<file path="src/rtl/ir_sequencer_if.sv">
// Bundle of the program-load stream, fetch controls, instruction output and IR store
// drive for ir_sequencer. master = sequencer side, slave = surrounding environment.
interface ir_sequencer_if #(
  parameter int IRR_WIDTH     = 16,
  parameter int IR_ADDR_WIDTH = 4
);
  // Handshakes (ld_*, ins_*): a word moves on a rising edge where valid && ready are both
  // high. The source holds valid and payload stable until that edge, and ready may depend
  // combinationally on the receiver's state but never on valid.
  logic                     ld_valid;
  logic                     ld_ready;
  logic                     ld_last;
  logic [IRR_WIDTH-1:0]     ld_data;
  logic                     start;
  logic                     jmp_valid;
  logic [IR_ADDR_WIDTH-1:0] jmp_addr;
  logic                     ins_valid;
  logic                     ins_ready;
  logic [IRR_WIDTH-1:0]     ins_data;
  logic [IR_ADDR_WIDTH-1:0] ins_pc;
  logic [IR_ADDR_WIDTH-1:0] ir_addr;
  logic                     ir_mode;
  logic [IRR_WIDTH-1:0]     ir_wdata;
  logic [IRR_WIDTH-1:0]     ir_rdata;
  logic                     busy;
  logic                     done;

  modport master (
    input  ld_valid, ld_last, ld_data, start, jmp_valid, jmp_addr, ins_ready, ir_rdata,
    output ld_ready, ins_valid, ins_data, ins_pc, ir_addr, ir_mode, ir_wdata, busy, done
  );

  modport slave (
    output ld_valid, ld_last, ld_data, start, jmp_valid, jmp_addr, ins_ready, ir_rdata,
    input  ld_ready, ins_valid, ins_data, ins_pc, ir_addr, ir_mode, ir_wdata, busy, done
  );
endinterface

</file>
<file path="src/rtl/ir_sequencer.sv">
// Loads a program into an external IR store while idle, then fetches it word by word
// (address, wait, output) with jump redirection and an end-of-program done pulse.
module ir_sequencer #(
  parameter int IRR_WIDTH     = 16,
  parameter int IR_ADDR_WIDTH = 4
) (
  input  logic           clk,
  input  logic           rst_n,
  ir_sequencer_if.master bus,
  output logic [1:0]     dbg_state
);
  localparam int AW    = IR_ADDR_WIDTH;
  localparam int LW    = IR_ADDR_WIDTH + 1;
  localparam int DEPTH = 2 ** IR_ADDR_WIDTH;
  localparam logic [LW-1:0] DEPTH_L = LW'(DEPTH);

  typedef enum logic [1:0] {
    IDLE   = 2'd0,
    F_ADDR = 2'd1,
    F_WAIT = 2'd2,
    F_OUT  = 2'd3
  } state_t;

  state_t               state_q, state_d;
  logic [AW-1:0]        pc_q, pc_d;
  logic [AW-1:0]        wptr_q, wptr_d;
  logic [LW-1:0]        cnt_q, cnt_d;
  logic [LW-1:0]        prog_len_q, prog_len_d;
  logic [AW-1:0]        ir_addr_q, ir_addr_d;
  logic                 ir_mode_q, ir_mode_d;
  logic [IRR_WIDTH-1:0] ir_wdata_q, ir_wdata_d;
  logic [IRR_WIDTH-1:0] ins_data_q, ins_data_d;
  logic [AW-1:0]        ins_pc_q, ins_pc_d;
  logic                 done_q, done_d;

  logic          idle, ld_ready_w, ld_fire;
  logic          start_go, start_empty;
  logic          jmp_hit, jmp_ok, hs, last_hs;
  logic [LW-1:0] pc_inc, cnt_inc;

  assign idle        = (state_q == IDLE);
  assign ld_ready_w  = rst_n && idle && !bus.start;
  assign ld_fire     = ld_ready_w && bus.ld_valid;
  assign start_go    = idle && bus.start && (prog_len_q != '0);
  assign start_empty = idle && bus.start && (prog_len_q == '0);
  // A jump outranks the output handshake in every fetch state.
  assign jmp_hit     = !idle && bus.jmp_valid;
  assign jmp_ok      = ({1'b0, bus.jmp_addr} < prog_len_q);
  assign hs          = (state_q == F_OUT) && bus.ins_ready && !bus.jmp_valid;
  assign pc_inc      = {1'b0, pc_q} + LW'(1);
  assign last_hs     = hs && (pc_inc == prog_len_q);
  // Beat count saturates so an over-long load reports a full store.
  assign cnt_inc     = (cnt_q == DEPTH_L) ? cnt_q : cnt_q + LW'(1);

  // State register (plus the datapath flops it steers).
  always_ff @(posedge clk) begin
    if (!rst_n) begin
      state_q    <= IDLE;
      pc_q       <= '0;
      wptr_q     <= '0;
      cnt_q      <= '0;
      prog_len_q <= '0;
      ir_addr_q  <= '0;
      ir_mode_q  <= 1'b0;
      ir_wdata_q <= '0;
      ins_data_q <= '0;
      ins_pc_q   <= '0;
      done_q     <= 1'b0;
    end else begin
      state_q    <= state_d;
      pc_q       <= pc_d;
      wptr_q     <= wptr_d;
      cnt_q      <= cnt_d;
      prog_len_q <= prog_len_d;
      ir_addr_q  <= ir_addr_d;
      ir_mode_q  <= ir_mode_d;
      ir_wdata_q <= ir_wdata_d;
      ins_data_q <= ins_data_d;
      ins_pc_q   <= ins_pc_d;
      done_q     <= done_d;
    end
  end

  // Next-state logic.
  always_comb begin
    state_d = state_q;
    if (jmp_hit) begin
      state_d = jmp_ok ? F_ADDR : IDLE;
    end else begin
      case (state_q)
        IDLE:    if (start_go) state_d = F_ADDR;
        F_ADDR:  state_d = F_WAIT;
        F_WAIT:  state_d = F_OUT;
        F_OUT:   if (hs) state_d = last_hs ? IDLE : F_ADDR;
        default: state_d = IDLE;
      endcase
    end
  end

  // Output / datapath logic.
  always_comb begin
    pc_d       = pc_q;
    wptr_d     = wptr_q;
    cnt_d      = cnt_q;
    prog_len_d = prog_len_q;
    ir_addr_d  = ir_addr_q;
    ir_mode_d  = 1'b0;
    ir_wdata_d = ir_wdata_q;
    ins_data_d = ins_data_q;
    ins_pc_d   = ins_pc_q;
    done_d     = 1'b0;

    if (ld_fire) begin
      ir_mode_d  = 1'b1;
      ir_addr_d  = wptr_q;
      ir_wdata_d = bus.ld_data;
      if (bus.ld_last) begin
        prog_len_d = cnt_inc;
        cnt_d      = '0;
        wptr_d     = '0;
      end else begin
        cnt_d  = cnt_inc;
        wptr_d = wptr_q + AW'(1);
      end
    end

    if (start_go) begin
      pc_d      = '0;
      ir_addr_d = '0;
    end
    if (start_empty) done_d = 1'b1;

    if (jmp_hit) begin
      if (jmp_ok) begin
        pc_d      = bus.jmp_addr;
        ir_addr_d = bus.jmp_addr;
      end else begin
        done_d = 1'b1;
      end
    end else if (state_q == F_WAIT) begin
      ins_data_d = bus.ir_rdata;
      ins_pc_d   = pc_q;
    end else if (hs) begin
      if (last_hs) begin
        done_d = 1'b1;
      end else begin
        pc_d      = pc_inc[AW-1:0];
        ir_addr_d = pc_inc[AW-1:0];
      end
    end
  end

  assign bus.ld_ready  = ld_ready_w;
  assign bus.ins_valid = (state_q == F_OUT);
  assign bus.busy      = !idle;
  assign bus.done      = done_q;
  assign bus.ins_data  = ins_data_q;
  assign bus.ins_pc    = ins_pc_q;
  assign bus.ir_addr   = ir_addr_q;
  assign bus.ir_mode   = ir_mode_q;
  assign bus.ir_wdata  = ir_wdata_q;
  assign dbg_state     = state_q;
endmodule

</file>
<file path="src/flat_wrapper.sv">
// flat-port wrapper written by rule: the top's interface ports become plain ports
module ir_sequencer_flat 
#(
  parameter int IRR_WIDTH     = 16,
  parameter int IR_ADDR_WIDTH = 4
)
  (clk, rst_n, dbg_state, bus_ld_valid, bus_ld_last, bus_ld_data, bus_start, bus_jmp_valid, bus_jmp_addr, bus_ins_ready, bus_ir_rdata, bus_ld_ready, bus_ins_valid, bus_ins_data, bus_ins_pc, bus_ir_addr, bus_ir_mode, bus_ir_wdata, bus_busy, bus_done);
  ir_sequencer_if #(.IRR_WIDTH(IRR_WIDTH), .IR_ADDR_WIDTH(IR_ADDR_WIDTH)) bus_i ();
  input  logic clk;
  input  logic rst_n;
  output logic [1:0] dbg_state;
  input wire logic [$bits(bus_i.ld_valid)-1:0] bus_ld_valid;
  input wire logic [$bits(bus_i.ld_last)-1:0] bus_ld_last;
  input wire logic [$bits(bus_i.ld_data)-1:0] bus_ld_data;
  input wire logic [$bits(bus_i.start)-1:0] bus_start;
  input wire logic [$bits(bus_i.jmp_valid)-1:0] bus_jmp_valid;
  input wire logic [$bits(bus_i.jmp_addr)-1:0] bus_jmp_addr;
  input wire logic [$bits(bus_i.ins_ready)-1:0] bus_ins_ready;
  input wire logic [$bits(bus_i.ir_rdata)-1:0] bus_ir_rdata;
  output wire logic [$bits(bus_i.ld_ready)-1:0] bus_ld_ready;
  output wire logic [$bits(bus_i.ins_valid)-1:0] bus_ins_valid;
  output wire logic [$bits(bus_i.ins_data)-1:0] bus_ins_data;
  output wire logic [$bits(bus_i.ins_pc)-1:0] bus_ins_pc;
  output wire logic [$bits(bus_i.ir_addr)-1:0] bus_ir_addr;
  output wire logic [$bits(bus_i.ir_mode)-1:0] bus_ir_mode;
  output wire logic [$bits(bus_i.ir_wdata)-1:0] bus_ir_wdata;
  output wire logic [$bits(bus_i.busy)-1:0] bus_busy;
  output wire logic [$bits(bus_i.done)-1:0] bus_done;
  assign bus_i.ld_valid = bus_ld_valid;
  assign bus_i.ld_last = bus_ld_last;
  assign bus_i.ld_data = bus_ld_data;
  assign bus_i.start = bus_start;
  assign bus_i.jmp_valid = bus_jmp_valid;
  assign bus_i.jmp_addr = bus_jmp_addr;
  assign bus_i.ins_ready = bus_ins_ready;
  assign bus_i.ir_rdata = bus_ir_rdata;
  assign bus_ld_ready = bus_i.ld_ready;
  assign bus_ins_valid = bus_i.ins_valid;
  assign bus_ins_data = bus_i.ins_data;
  assign bus_ins_pc = bus_i.ins_pc;
  assign bus_ir_addr = bus_i.ir_addr;
  assign bus_ir_mode = bus_i.ir_mode;
  assign bus_ir_wdata = bus_i.ir_wdata;
  assign bus_busy = bus_i.busy;
  assign bus_done = bus_i.done;
  ir_sequencer #(.IRR_WIDTH(IRR_WIDTH), .IR_ADDR_WIDTH(IR_ADDR_WIDTH)) u_core (.clk(clk), .rst_n(rst_n), .bus(bus_i), .dbg_state(dbg_state));
endmodule
</file>
<file path="config.mk">
export PLATFORM = sky130hd
export DESIGN_NAME = ir_sequencer_flat
export DESIGN_NICKNAME = d
export VERILOG_FILES = /design/src/rtl/ir_sequencer_if.sv /design/src/rtl/ir_sequencer.sv /design/src/flat_wrapper.sv
export SDC_FILE = /design/constraint.sdc
export NUM_CORES = 1
export LEC_CHECK = 0
export ABC_AREA = 1
export CAP_MARGIN = 20
export CORE_MARGIN = 2
export CORE_UTILIZATION = 40
export CTS_BUF_LIST = sky130_fd_sc_hd__clkbuf_8 sky130_fd_sc_hd__clkbuf_16
export DETAILED_ROUTE_END_ITERATION = 10
export MAX_ROUTING_LAYER = met4
export PLACE_DENSITY = 0.73
export SLEW_MARGIN = 20
export SYNTH_ARGS = -nofsm -noshare
export SYNTH_HDL_FRONTEND = slang
export SYNTH_SLANG_ARGS = --single-unit
</file>
<file path="constraint.sdc">
create_clock -name clk -period 1.7 [get_ports clk]
set_input_delay 0.255 -clock clk [delete_from_list [all_inputs] [get_ports clk]]
set_output_delay 0.255 -clock clk [all_outputs]
set_load 0.05 [all_outputs]
</file>
; ---- After elaboration in Yosys (flattened, before gate mapping)
; Index checks and enable logic that the tools add are counted.
[classes]
n_addsub = 3
mul = 0
div_mod_pow = 0
order_cmp = 1
eq_ne = 7
n_shift = 0
muxes = 29
bitwise = 1
reduce_logical = 19
[op_table]
columns = cell, n
row1 = $mux 4, 14
row2 = $logic_and 1x1->1, 10
row3 = $mux 5, 2
row4 = $mux 1, 9
row5 = $pmux 2 s4, 1
row6 = $mux 2, 3
row7 = $reduce_and 2->1, 3
row8 = $add 4x1->5 const B, 1
row9 = $add 5x1->5 const B, 1
row10 = $eq 5x5->1, 1
row11 = $eq 5x5->1 const B, 1
row12 = $logic_not 5->1, 1
row13 = $lt 4x5->1, 1
row14 = $reduce_bool 5->1, 1
row15 = $add 4x1->4 const B, 1
row16 = $eq 2x2->1 const B, 2
row17 = $logic_not 1->1, 3
row18 = $ne 3x1->1 const B, 1
row19 = $ne 3x3->1 const B, 1
row20 = $eq 2x1->1 const B, 1
row21 = $logic_not 2->1, 1
row22 = $not 1->1, 1
[word_totals]
regBits = 62
latch_bits = 0
ramBits = 0
mem_bits_ro = 0
output_inout_bits = 47
wordCells = 71
n_memories = 0

; ---- Logic depth before layout (Yosys ltp)
; Gate-level depths: netlist (run 1).
[depth]
word_depth = 10
mapped_depth = 13

; ---- Worst setup path before layout (run 1)
; OpenSTA, ideal clock, no wires.
[synth_timing]
kind = flip-flop to flip-flop
from = reg u_core.state_q[0], in the netlist u_core.dbg_state[0]
to = reg u_core.wptr_q[3]
t_arrival_ps = 2237
t_required_ps = 1581
slack_ps = -656
stages_incl_launch_ff = 11
synth_period_minus_slack_ps = 2356
path_cell_list = dfxtp_1 inv_1 ha_1 inv_2 nor3_4 nand2_2 inv_1 buf_4 nand4_1 o21ai_0 a21oi_1
[synth_between]
elab_chain_cells = 4
[synth_rtl]
columns = item, line
row1 = start: declaration, ir_sequencer.sv:24  ; state_t state_q, state_d;
row2 = start signal: assignment, ir_sequencer.sv:70  ; state_q <= state_d;
row3 = $logic_not 2->1, ir_sequencer.sv:41  ; assign idle = (state_q == IDLE);
row4 = $logic_and 1x1->1 (2 in a row), ir_sequencer.sv:42  ; assign ld_ready_w = rst_n && idle && !bus.start;
row5 = via bus_ld_ready, flat_wrapper.sv:20  ; output wire logic [$bits(bus_i.ld_ready)-1:0] bus_ld_ready;
row6 = $logic_and 1x1->1, ir_sequencer.sv:43  ; assign ld_fire = ld_ready_w && bus.ld_valid;
row7 = end signal: assignment, ir_sequencer.sv:72  ; wptr_q <= wptr_d;
row8 = end: declaration, ir_sequencer.sv:26  ; logic [AW-1:0] wptr_q, wptr_d;
; The timed path passes the listed nets, and every way through them passes these cells.
; A chain may end at the register's enable or synchronous reset.

; ---- Final worst setup path (run 1)
[layout_timing]
from = in bus_jmp_addr[3]
to = reg u_core.pc_q[0]
[layout_between]
elab_chain_cells = 3
[layout_rtl]
columns = item, line
row1 = start: declaration, flat_wrapper.sv:17  ; input wire logic [$bits(bus_i.jmp_addr)-1:0] bus_jmp_addr;
row2 = $lt 4x5->1, ir_sequencer.sv:48  ; assign jmp_ok = ({1'b0, bus.jmp_addr} < prog_len_q);
row3 = $mux 4, ir_sequencer.sv:134  ; if (jmp_ok) begin
row4 = $mux 4, ir_sequencer.sv:133  ; if (jmp_hit) begin
row5 = end signal: assignment, ir_sequencer.sv:71  ; pc_q <= pc_d;
row6 = end: declaration, ir_sequencer.sv:25  ; logic [AW-1:0] pc_q, pc_d;
; No other way between the ends.

==> run metrics, run 1 <==
status complete, but fails checks; failing checks negative setup slack; dpl cells 629; # Max-Cap Violations 0; synthesized area 2954 um2; Final Power 6566 uW; Yosys top cell area share 42.02%; count leader, synth nand2_1; DR pass1 iterations 4; critical register-to-register path endpoint u_core.pc_q[0]; CTS tree built; pwr/cell area 1434 nW/um2; multi-input logic area 1613 um2; CTS root buffer clkbuf_8; IO Count 90; port bufs 89; Final ANT Viol Nets 0; Core Footprint 7214 um2; Main synth FF type dfxtp_1; max_slew headroom 77.02%; Seq cells post-synth 62; Util after Layout 63.48%; initial antenna violation count 0; Tot GR Track Use 19.25%; WHS Endpoint u_core.bus.ir_wdata[1]; share of cells above drive strength 1 27.52%; hold_sp bus_ld_data[1]; CTS Buf Count 9; fin worst setup slack -0.02712 ns; Nets 605; Mapped Nets 480; FMAX 579.0 MHz; Max Clock Skew 0.009779 ns; CP cell instances clkdlybuf4s50_1 -> ha_1 -> inv_1 -> nor2_2 -> buf_4 -> o21ai_2 -> buf_4 -> buf_4 -> a31oi_2 -> o21ai_0 -> nor2_1; sequential cell area 1254 um2; post-synthesis mux area share 0%; Setup crit start bus_jmp_addr[3]; ant diodes 0; Critical Path RT 1.97 ns; R2R Setup Slk -0.02 ns; Starting Density 40.95%; Fin. Hold Viols 0; total gr overflow 0; Initial DRC Count 160; hold depth 3; hold_buf cts 0; Residual DRC 0; CTS Buffer Depth 2; YS warnings 0; Site Rows 31; Reg-to-Reg Start u_core.prog_len_q[3]; die area 8088 um2; Worst-path clk slew 0.08 ns; Clock Latency Late Sink 0.33 ns; Startpoint Class input pin; worst min path class input pin to flip-flop; crit path capture type flip-flop; Post-synth EDFFs 0; first-pass GRT wire length 12590 um; Crit Path Max Fanout 4; Area growth, synth to finish 55.02%; CP top delay family buffers and inverters; post-synthesis sequential area ratio 42.02%; Synth Area in Compound Gates 15.46%; Max stage delay on crit path 0.44 ns; WL/cell 12.53 um; unrepaired setup endpoints after global routing true; Final min period 1.727 ns; xor/xnor share of the synthesized area 1.482%; Area contributors post-synth dfxtp_1 42%, nand2_1 13%, nor2_1 8.6%; worst slew pin tran 0.3442 ns; most frequent CP cell buf_4; buffer and inverter count on the worst path 5; fin. max-slew vios 0; Setup Viol. Count Final 2; Gate Count Post-Synth 426; syn avg cell area 6.934 um2; Final period util 101.6%; Die Wd 89.94 um; cell leakage power 0.002019 uW; CP Class input pin to flip-flop; Commonest cells post-synth 103 x nand2_1, 68 x nor2_1, 62 x dfxtp_1, 43 x a21oi_1, 38 x inv_1; Adder-Cell Fraction of Synth Area 4.659%; Routed WL 8204 um; CP max-delay cell clkdlybuf4s50_1; CP arrival 2.00 ns; die height 89.94 um; Final TNS setup -0.03213 ns; vias in the first global route 2767; hpwl dp 5750 um; Synth area leader dfxtp_1; fill count 658; largest net degree at the start of global routing 36; vias 3160; asr flop ratio synth 0%; post-synthesis simple-gate area fraction 27.66%; Max H-tree Level 3; number of distinct library cells after synthesis 29; non-filler cells, final 655; depth of the worst register-to-register path 11; global placement routability congestion 0.9160; Sink Count 62; drt via density 4.824; worst vdd ir 631.9 uV; largest family of logic cells by synthesized area simple AND/OR/NAND/NOR gates
-- cell families after synthesis --
group / count (synthesis)
adder cells (fa/ha/maj): 11
XOR/XNOR: 5
flip-flops: 62
buffers and inverters: 60
AND/OR/NAND/NOR: 200
AO/OA/AOI/OAI: 88
-- stage by stage --
stage                     hold WS [ns]  setup slack [ns]  instance area (um2)
after floorplan                 0.3969           -0.3367                 2999
after global placement          0.4517           -0.3375                 4081
after detailed placement        0.4573           -0.4104                 4081
after CTS                       0.4532          -0.01349                 4349
after global routing            0.4732           -0.1487                 4579
final                           0.4623          -0.02712                 4579
-- report_power, final --
part / leakage [uW] / total (uW) / switching [uW] / internal [uW]
combinational: 0.00139 / 3140 / 1960 / 1180
sequential: 0.000508 / 1930 / 186 / 1740
clock: 0.000123 / 1500 / 592 / 910
total: 0.00202 / 6570 / 2730 / 3830
-- layer usage --
layer / wire length (um) / vias to the layer above / part of all wire [%] / GRT usage (%)
met5: 0 / - / 0 / -
met4: 100 / 0 / 1.2 / 6.154
met3: 474 / 7 / 5.8 / 3.521
met2: 3983 / 102 / 49 / 32.39
met1: 3646 / 1428 / 44 / 23.55
li1: - / 1623 / - / -
-- layout make-up --
type	instances	area share [%]
Clock buffer	10	3.251
Clock inverter	6	1.803
Inverter	40	3.825
Multi-Input combinational cell	305	35.22
Sequential cell	62	27.38
Tap cell	99	2.705
Timing Repair Buffer	133	25.82
-- state kept, by name, indices dropped and copies added (netlist names) --
name                 cells
u_core.bus.ir_addr       4
u_core.bus.ins_pc        4
u_core.bus.done          1
u_core.bus.ins_data     16
u_core.bus.ir_wdata     16
u_core.bus.ir_mode       1
u_core.pc_q              4
u_core.cnt_q             5
u_core.prog_len_q        5
u_core.dbg_state         2
u_core.wptr_q            4
-- worst max path at each step --
stage                                 end  cells after the start  slack [ns]
floorplan           u_core.bus.ir_addr[0]                     11       -0.34
global placement    u_core.bus.ir_addr[2]                     11       -0.34
detailed placement  u_core.bus.ir_addr[2]                     11       -0.41
CTS                 u_core.bus.ir_addr[2]                     11       -0.01
global route        u_core.bus.ir_addr[2]                     11       -0.15
finish                     u_core.pc_q[0]                     11       -0.03
-- cells in the final DEF, fill, tap and decap left out, types with 9 or more instances in the layout --
cell type,n
a21oi_1,35
buf_4,80
clkbuf_8,9
clkdlybuf4s50_1,41
dfxtp_1,56
inv_1,32
nand2_1,99
nand3_1,15
nor2_1,64
o21ai_0,27
-- worst register-to-register path: cells and delay by family, from the launching register on --
family	cells	cell delay (ns)
flops	1	0.34
fa+ha+maj	1	0.26
simple gates	2	0.24
buf+inv	5	0.50
compound gates	3	0.32
-- what timing repair did --
| item | in CTS | in global routing |
|---|---|---|
| endpoints found under the setup margin | 27 | 56 |
| pin swaps | 1 | 25 |
| setup buffers | 1 | 8 |
| cloned | 0 | 1 |
| gates resized for setup | 8 | 52 |
(Power assumes the default switching activity.)
==> run 2: changes to the inputs <==
Settings changed: CAP_MARGIN 20 to default.
==> results of run 2 <==
No change in the layout: final DEF, timing and power equal those of run 1.
